===== config.mk =====
export PLATFORM = sky130hd
export DESIGN_NAME = point_motion
export DESIGN_NICKNAME = d
export VERILOG_FILES = /design/src/rtl/point_pkg.sv /design/src/rtl/point_axis_step.sv /design/src/rtl/point_motion.sv
export SDC_FILE = /design/constraint.sdc
export NUM_CORES = 1
export LEC_CHECK = 0
export ABC_AREA = 1
export CORE_MARGIN = 10
export CORE_UTILIZATION = 30
export CTS_BUF_LIST = sky130_fd_sc_hd__clkbuf_4 sky130_fd_sc_hd__clkbuf_8
export DETAILED_ROUTE_END_ITERATION = 6
export DONT_BUFFER_PORTS = 1
export PLACE_DENSITY_LB_ADDON = 0.08
export SYNTH_ARGS = -nofsm -noshare
export SYNTH_HDL_FRONTEND = slang
export SYNTH_SLANG_ARGS = --single-unit

===== constraint.sdc =====
create_clock -name clk -period 2.4 [get_ports clk]
set_clock_uncertainty 0.15 [all_clocks]
set_input_delay 0.36 -clock clk [delete_from_list [all_inputs] [get_ports clk]]
set_output_delay 0.36 -clock clk [all_outputs]
set_load 0.01 [all_outputs]

===== src/rtl/point_pkg.sv =====
// Shared types and widths for the point sprite motion generator.
package point_pkg;

  localparam int unsigned POS_W   = 9;
  localparam int unsigned SPEED_W = 3;
  localparam int unsigned FRAME_W = 8;
  localparam int unsigned SUM_W   = POS_W + 1;

  typedef enum logic [1:0] {
    ST_WAIT   = 2'd0,
    ST_CALC_X = 2'd1,
    ST_CALC_Y = 2'd2,
    ST_COMMIT = 2'd3
  } state_e;

endpackage : point_pkg


===== src/rtl/point_axis_step.sv =====
// One-axis step with edge bounce: advances pos by speed in dir and clamps at 0 or limit.
module point_axis_step
  import point_pkg::*;
(
  input  logic [POS_W-1:0]   pos,
  input  logic               dir,
  input  logic [SPEED_W-1:0] speed,
  input  logic               hold,
  input  logic [POS_W-1:0]   limit,
  output logic [POS_W-1:0]   npos_c,
  output logic               ndir_c
);

  logic [SUM_W-1:0] sum;

  // Reaching a limit exactly counts as a bounce, so both comparisons are inclusive.
  always_comb begin
    npos_c = pos;
    ndir_c = dir;
    sum    = SUM_W'(pos) + SUM_W'(speed);
    if (!hold && (speed != '0)) begin
      if (!dir) begin
        if (sum >= SUM_W'(limit)) begin
          npos_c = limit;
          ndir_c = 1'b1;
        end else begin
          npos_c = POS_W'(sum);
        end
      end else begin
        if (pos <= POS_W'(speed)) begin
          npos_c = '0;
          ndir_c = 1'b0;
        end else begin
          npos_c = pos - POS_W'(speed);
        end
      end
    end
  end

endmodule : point_axis_step


===== src/rtl/point_motion.sv =====
// Per-frame sprite position generator: on each vsync rising edge steps both axes,
// bounces off screen edges and commits the new position during vertical blanking.
module point_motion
  import point_pkg::*;
#(
  parameter int unsigned SCREEN_W = 256,
  parameter int unsigned SCREEN_H = 240,
  parameter int unsigned SPRITE_W = 16,
  parameter int unsigned SPRITE_H = 16,
  parameter int unsigned INIT_X   = 128,
  parameter int unsigned INIT_Y   = 128
) (
  input  logic               clk,
  input  logic               reset,
  input  logic               vsync,
  input  logic               hold,
  input  logic [SPEED_W-1:0] speed_x,
  input  logic [SPEED_W-1:0] speed_y,
  output logic [POS_W-1:0]   point_x,
  output logic [POS_W-1:0]   point_y,
  output logic               dir_x,
  output logic               dir_y,
  output logic               bounce,
  output logic [FRAME_W-1:0] frame_cnt
);

  localparam int unsigned XMAX = SCREEN_W - SPRITE_W;
  localparam int unsigned YMAX = SCREEN_H - SPRITE_H;
  localparam logic [POS_W-1:0] XMAX_P = POS_W'(XMAX);
  localparam logic [POS_W-1:0] YMAX_P = POS_W'(YMAX);
  localparam logic [POS_W-1:0] INIT_X_P = POS_W'(INIT_X);
  localparam logic [POS_W-1:0] INIT_Y_P = POS_W'(INIT_Y);

  state_e               state_q, state_d;
  logic                 vsync_q;
  logic [SPEED_W-1:0]   sx_q, sx_d, sy_q, sy_d;
  logic                 hld_q, hld_d;
  logic [FRAME_W-1:0]   frame_cnt_q, frame_cnt_d;
  logic [POS_W-1:0]     nx_q, nx_d, ny_q, ny_d;
  logic                 ndx_q, ndx_d, ndy_q, ndy_d;
  logic [POS_W-1:0]     point_x_q, point_x_d, point_y_q, point_y_d;
  logic                 dir_x_q, dir_x_d, dir_y_q, dir_y_d;
  logic                 bounce_q, bounce_d;

  logic                 tick_c;
  logic [POS_W-1:0]     npos_x_c, npos_y_c;
  logic                 ndir_x_c, ndir_y_c;

  assign tick_c = vsync & ~vsync_q;

  point_axis_step u_step_x (
    .pos    (point_x_q),
    .dir    (dir_x_q),
    .speed  (sx_q),
    .hold   (hld_q),
    .limit  (XMAX_P),
    .npos_c (npos_x_c),
    .ndir_c (ndir_x_c)
  );

  point_axis_step u_step_y (
    .pos    (point_y_q),
    .dir    (dir_y_q),
    .speed  (sy_q),
    .hold   (hld_q),
    .limit  (YMAX_P),
    .npos_c (npos_y_c),
    .ndir_c (ndir_y_c)
  );

  always_ff @(posedge clk or negedge reset) begin
    if (!reset) begin
      state_q     <= ST_WAIT;
      vsync_q     <= 1'b0;
      sx_q        <= '0;
      sy_q        <= '0;
      hld_q       <= 1'b0;
      frame_cnt_q <= '0;
      nx_q        <= INIT_X_P;
      ny_q        <= INIT_Y_P;
      ndx_q       <= 1'b0;
      ndy_q       <= 1'b0;
      point_x_q   <= INIT_X_P;
      point_y_q   <= INIT_Y_P;
      dir_x_q     <= 1'b0;
      dir_y_q     <= 1'b0;
      bounce_q    <= 1'b0;
    end else begin
      state_q     <= state_d;
      vsync_q     <= vsync;
      sx_q        <= sx_d;
      sy_q        <= sy_d;
      hld_q       <= hld_d;
      frame_cnt_q <= frame_cnt_d;
      nx_q        <= nx_d;
      ny_q        <= ny_d;
      ndx_q       <= ndx_d;
      ndy_q       <= ndy_d;
      point_x_q   <= point_x_d;
      point_y_q   <= point_y_d;
      dir_x_q     <= dir_x_d;
      dir_y_q     <= dir_y_d;
      bounce_q    <= bounce_d;
    end
  end

  // Bounce is registered on entry to COMMIT so the pulse occupies exactly the COMMIT cycle.
  always_comb begin
    state_d     = state_q;
    sx_d        = sx_q;
    sy_d        = sy_q;
    hld_d       = hld_q;
    frame_cnt_d = frame_cnt_q;
    nx_d        = nx_q;
    ny_d        = ny_q;
    ndx_d       = ndx_q;
    ndy_d       = ndy_q;
    point_x_d   = point_x_q;
    point_y_d   = point_y_q;
    dir_x_d     = dir_x_q;
    dir_y_d     = dir_y_q;
    bounce_d    = 1'b0;
    case (state_q)
      ST_WAIT: begin
        if (tick_c) begin
          sx_d        = speed_x;
          sy_d        = speed_y;
          hld_d       = hold;
          frame_cnt_d = frame_cnt_q + FRAME_W'(1);
          state_d     = ST_CALC_X;
        end
      end
      ST_CALC_X: begin
        nx_d    = npos_x_c;
        ndx_d   = ndir_x_c;
        state_d = ST_CALC_Y;
      end
      ST_CALC_Y: begin
        ny_d     = npos_y_c;
        ndy_d    = ndir_y_c;
        bounce_d = (ndx_q != dir_x_q) | (ndir_y_c != dir_y_q);
        state_d  = ST_COMMIT;
      end
      ST_COMMIT: begin
        point_x_d = nx_q;
        point_y_d = ny_q;
        dir_x_d   = ndx_q;
        dir_y_d   = ndy_q;
        state_d   = ST_WAIT;
      end
      default: state_d = ST_WAIT;
    endcase
  end

  assign point_x   = point_x_q;
  assign point_y   = point_y_q;
  assign dir_x     = dir_x_q;
  assign dir_y     = dir_y_q;
  assign bounce    = bounce_q;
  assign frame_cnt = frame_cnt_q;

endmodule : point_motion


==> results by group <==
Drt
  – Vias/cell: 4.68
  – Routed wire length: 10500 µm
  – DR WL/cell: 15.2 µm
  – Detailed Route Iter0 Violations: 232
  – Routed via count: 3253
  – ANT nets after route: 0
  – Remaining DRCs: 0
  – Drt first pass iters: 4

Setup path
  – Crit path kind: flop to flop
  – Critical Path AT: 2.32 ns
  – Critical-path cell list: ha_1, fa_2, nand2_2, a21oi_2, nand2_1, nand2_1, nand2_1, nand3_4, nand2_4, o21bai_1, nand2_1, nand2_1
  – Cell mode on critical path: nand2_1
  – Crit start category: flop
  – CP max stage cell: dfrtp_2
  – Worst R2R Start: point_y[0]
  – Endpoint type of the worst setup path: flop
  – R2R cell count: 12
  – Reg2Reg Setup Slack: 0.18 ns
  – Crit path largest cell delay: 0.46 ns
  – R2r endpoint: ny_q[4]
  – Max FO, Critical Path: 4
  – CP required: 2.50 ns

Timing
  – Slew @ Worst Pin: 0.564 ns
  – Rel. slew slack: 62.3%
  – Final TNS setup: 0 ns
  – Final worst-path cycle share: 92.3%
  – Setup ws final: 0.184 ns
  – Pins Over Slew Limit: 0
  – Final Hold Violating Endpoints: 0
  – Fin crit period: 2.22 ns
  – FMAX: 451 MHz
  – WHS: 0.0268 ns
  – Final Setup Violations: 0

Placement
  – Detailed Place HPWL: 7830 µm
  – Port bufs: 0
  – Dpl ws: 0.0886 ns
  – Placer Congestion: 0.897
  – Placed Instance Area: 0.00406 mm²

Synthesis
  – Sequential fraction of the synthesis area: 38.6%
  – Mapped Area: 0.00383 mm²
  – Synth Instances: 500
  – Syn Area/Cell: 7.67 µm²
  – Net Count, Synth: 531
  – Yosys reg bits: 59
  – Synth warn: 0
  – Post-synth cell types: 40

Global route
  – GRT Residual Overflow: 0
  – Total GRT Usage: 12.5%
  – First-pass GRT wire length: 17600 µm
  – Initial antenna violation count: 0
  – Vias in the first global route: 3259
  – Largest net degree at the start of global routing: 60

Floorplan
  – Full die area: 0.0177 mm²
  – Starting density of the core: 30.5%
  – Site Rows: 41
  – Core area: 0.0126 mm²
  – Io pins: 39
  – Die Height: 133 µm
  – Die Wd: 133 µm

Worst hold path
  – Hold path depth: 2
  – Worst hold path type: primary input to flop
  – Hold path start: speed_y[1]
  – WHS Endpoint: sy_q[1]

Layout
  – Filler cell count: 1366
  – Seq. cell area: 0.00148 mm²
  – Area grow syn2layout: 15.9%
  – NumNets Final: 549
  – Ratio of cells with drive above 1 in the final layout: 16.3%
  – Area of the multi-input gates: 0.00211 mm²
  – # diodes: 0
  – Post-route cell area: 0.00444 mm²

Clocking
  – H-tree Lvls: 3
  – CTS clock-pin slew for the worst setup and hold paths: 0.07 ns
  – # clock sinks: 59
  – CTS Buffer Depth: 2
  – Clk Latency, worst-skew pair: 0.36 ns
  – CTS tree: yes
  – Clock Tree Root: clkbuf_8
  – Num CTS Buffers: 9

Pwr
  – Total power draw: 0.00674 W
  – Power density cells: 1520 mW/mm²
  – Leakage: 2.08 nW
  – Peak VDD IR: 0.528 mV

Job
  – Number of max-cap violations: 0

Outcome
  – Status: completed
==> what timing repair did <==
item | 4_1_cts | 5_1_grt
hold endpoints to repair | 66 | 0
setup buffers | 0 | 0
resized for setup | 0 | 7
endpoints found under the setup margin | 0 | 12
hold buffers | 9 | 0
==> per-layer routing <==
layer / GRT usage (%) / share of wire, % / vias up
li1: - / - / 1650
met1: 16.6 / 49 / 1525
met2: 18.5 / 43 / 65
met3: 3.63 / 5.7 / 13
met4: 5.44 / 1.8 / 0
met5: 0 / 0 / -
==> kinds of logic (layout without fill, tap and decap cells) <==
kind of cell	count (synthesis)	count (layout)	synth area share [%]
multiplexers	3	3	0.881
AO/OA/AOI/OAI	86	86	12.5
AND/OR/NAND/NOR	245	245	29.2
adder cells (fa/ha/maj)	21	21	7.64
buffers and inverters	69	92	7.25
flip-flops	59	59	38.6
XOR/XNOR	17	17	3.88
==> state kept, by name, summed over array words and instances, names as in the netlist <==
| register | count |
|---|---|
| nx_q | 9 |
| ny_q | 9 |
| point_x | 9 |
| point_y | 9 |
| frame_cnt | 8 |
| sx_q | 3 |
| sy_q | 3 |
| state_q | 2 |
| bounce | 1 |
| dir_x | 1 |
| dir_y | 1 |
| hld_q | 1 |
| ndx_q | 1 |
| ndy_q | 1 |
| vsync_q | 1 |
==> synth_stat cells, drive strengths merged <==
library cell  count  area (µm²)
clkinv            4        16.3
ha               17         213
nor2             44         178
nand3            33         205
or3               1        6.26
inv              53         199
nand4            13        81.3
nor3b             1        7.51
clkbuf            7        26.3
dfrtp            55        1380
buf               5        36.3
xor2             10        87.6
a31oi             1        6.26
a21oi            39         214
fa                4        80.1
nand2           148         608
o21bai            1        7.51
nor3              4        25.0
o21ai            42         225
xnor2             7        61.3
nand3b            1        7.51
o31ai             2        20.0
dfstp             4         105
a211oi            1        7.51
mux2              3        33.8
==> placed cells by master, fill, tap and decap left out, drive strengths merged <==
cell | synthesis | routed
a211oi | 1 | 1
a21oi | 39 | 39
a31oi | 1 | 1
buf | 5 | 11
bufinv | 0 | 2
clkbuf | 7 | 13
clkinv | 4 | 5
dfrtp | 55 | 55
dfstp | 4 | 4
dlygate4sd3 | 0 | 8
fa | 4 | 4
ha | 17 | 17
inv | 53 | 53
mux2 | 3 | 3
nand2 | 148 | 148
nand3 | 33 | 33
nand3b | 1 | 1
nand4 | 13 | 13
nor2 | 44 | 44
nor3 | 4 | 4
nor3b | 1 | 1
o21ai | 42 | 42
o21bai | 1 | 1
o31ai | 2 | 2
or3 | 1 | 1
xnor2 | 7 | 7
xor2 | 10 | 10
==> how the worst max path moves through the flow <==
stage / startpoint / endpoint / depth (start not counted)
2_1_floorplan: point_x[0] / nx_q[3] / 14
3_3_place_gp: point_y[0] / ny_q[1] / 12
3_5_place_dp: point_y[0] / ny_q[1] / 12
4_1_cts: point_y[0] / ny_q[5] / 13
5_1_grt: point_y[1] / ny_q[5] / 13
6_report: point_y[0] / ny_q[4] / 12
==> layout make-up <==
type                            count  area share (%)
Tap cell                          172            4.84
Clock buffer                       13            3.89
Sequential cell                    59            33.4
Timing Repair Buffer               19            4.11
Multi-Input combinational cell    372            47.4
Clock inverter                      3            1.55
Inverter                           57            4.84
==> per-stage QoR <==
| step | util [%] | instances |
|---|---|---|
| detailed placement | 32.3 | 670 |
| finish | 35.4 | 695 |
| global route | 35.4 | 695 |
| floorplan | - | 500 |
| CTS | 35.1 | 695 |
| global placement | 32.3 | 670 |
==> power by group <==
group          total [W]  switching [W]  internal [W]  leakage, nW
Sequential       0.00199       0.000553       0.00144        0.723
Combinational    0.00365        0.00235       0.00130         1.23
Clock            0.00110       0.000416      0.000683        0.123
==> worst max-delay path, delay by kind of cell, from the launching register on <==
family | cells | cell delay, ns
flops | 1 | 0.46
simple gates | 8 | 0.70
compound gates | 2 | 0.17
fa+ha+maj | 2 | 0.63
Power figures use the tool's default switching activity.
==> RTL edit, RTL diff (config.mk and constraints unchanged) <==
Set the package constant `FRAME_W` to 9 (it was 8).
--- a/src/rtl/point_pkg.sv
+++ b/src/rtl/point_pkg.sv
@@ -4,5 +4,5 @@
   localparam int unsigned POS_W   = 9;
   localparam int unsigned SPEED_W = 3;
-  localparam int unsigned FRAME_W = 8;
+  localparam int unsigned FRAME_W = 9;
   localparam int unsigned SUM_W   = POS_W + 1;
 
Ports: changed (resized frame_cnt); port bits go from 39 to 40. No check against the original RTL was run, so the function may have changed too.
==> RTL edit against the unedited design <==
- sequential cell count increased by 1
- power rose by 0.65%
- critical path depth up 1
- final cell count increased by 6.5%
- die area up 0.80%
- routed wire length grew 2.3%
- worst setup slack worse by 0.033 ns
- synthesized area increased by 0.95%
- clock power is 17% lower
- final area rose by 2.0%
- maximum frequency decreased by 1.5%
- non-clock buffer count is 11 higher
- sequential share of layout area down 0.083 points
- combinational power grew 6.3%
==> RTL edit: results <==
metrics = {
    "run_status": {
        "status": "finished clean",
    },
    "route": {
        "post_drt_wl_per_cell_um": 14.6,
        "drtIter0Drc": 205,
        "vias": 3490,
    },
    "global_route": {
        "grt_pass1_wl_um": 18600,
        "grt_max_degree": 61,
        "grt_use_total": 0.128,
        "grt_pass1_vias": 3551,
    },
    "logic_synthesis": {
        "ys_top_cells_by_count": "nand2_1 (174), dfrtp_1 (56), inv_1 (51)",
        "yosysSeqAreaShare": 0.389,
        "postSynthAreaPerCell_um2": 7.25,
        "ys_top_cells_by_area": "dfrtp_1 (36%), nand2_1 (17%), ha_1 (5.5%)",
        "async_flop_share": 1.00,
        "synth_cell_types": 34,
        "synth_fp_nets": 565,
        "netlist_area_um2": 3870,
    },
    "final_layout": {
        "nets": 595,
        "fillers": 1413,
        "stdcell_count": 740,
        "drive_gt1_frac": 0.148,
        "final_area_um2": 4530,
    },
    "sta": {
        "worst_slack_ns": 0.151,
        "holdWs_ns": 0.174,
        "tightest_slew_ns": 0.593,
    },
    "placed_design": {
        "dp_slack_ns": 0.0878,
        "place.gp.congestion": 0.951,
        "place_area_um2": 4160,
        "place_hpwl_um": 8020,
        "dpl.cell_count": 711,
    },
    "critical_path": {
        "reg2regPathDepth": 13,
        "cp_data_arrival_time_ns": 2.38,
        "reg2reg_to": "ny_q[6]",
        "end_kind": "register",
        "path_delay_family": "simple AND/OR/NAND/NOR gates",
        "crit_slowest_cell": "dfrtp_1",
        "critPathMaxStageDelay_ns": 0.42,
    },
    "worst_hold_path": {
        "holdPathStages": 4,
        "hold_end": "frame_cnt[2]",
        "min_from": "vsync",
    },
    "power": {
        "power.leakage_nw": 2.26,
        "ir_worst_vdd_uv": 503,
        "p_int_mw": 3.35,
    },
    "clock_tree": {
        "cts_buffers": 9,
        "cts_buffer_depth": 2,
        "insertion_delay_ns": 0.35,
        "clkTransAtPathRegs_ns": 0.07,
    },
}
## RTL edit: cell count changes in the layout (fill, tap and decap cells not counted), sizes merged, moves of 3 or more
cell,before,now
a21oi,39,33
buf,11,21
clkbuf,13,10
inv,53,61
mux2,3,0
nand2,148,182
nand3,33,39
nor2,44,41
or2,0,3
xnor2,7,2
## RTL edit: what timing repair did
action | CTS | global route
hold endpoints to repair | 68 | 0
resized for setup | 0 | 14
buffers inserted | 0 | 4
hold buffers | 10 | 0
setup endpoints to repair | 0 | 18
## RTL edit: power groups by stage
stage               combinational (mW)  clock, mW  sequential, mW
finish                            3.88      0.917            1.99
global route                      4.54       1.02            2.08
CTS                               3.84      0.962            2.01
detailed placement                3.79          0            2.02
global placement                  3.79          0            2.02
floorplan                         2.76          0            1.91
## RTL edit: per-layer routing
| metal | share of wire | GRT usage |
|---|---|---|
| met4 | 0.019 | 0.0520 |
| met3 | 0.058 | 0.0316 |
| met5 | 0 | 0 |
| met2 | 0.44 | 0.190 |
| met1 | 0.48 | 0.174 |
## RTL edit: layout make-up
class                           count  area share
Tap cell                          172      0.0475
Clock buffer                       10      0.0304
Multi-Input combinational cell    398       0.465
Sequential cell                    60       0.333
Inverter                           65      0.0538
Timing Repair Buffer               30      0.0591
Clock inverter                      5      0.0116
## RTL edit: logic make-up after synthesis
logic type      count (synthesis)  synth area share
simple gates                  284             0.321
compound gates                 79             0.108
buf+inv                        76            0.0747
fa+ha+maj                      21            0.0757
flops                          60             0.389
xor+xnor                       14            0.0317
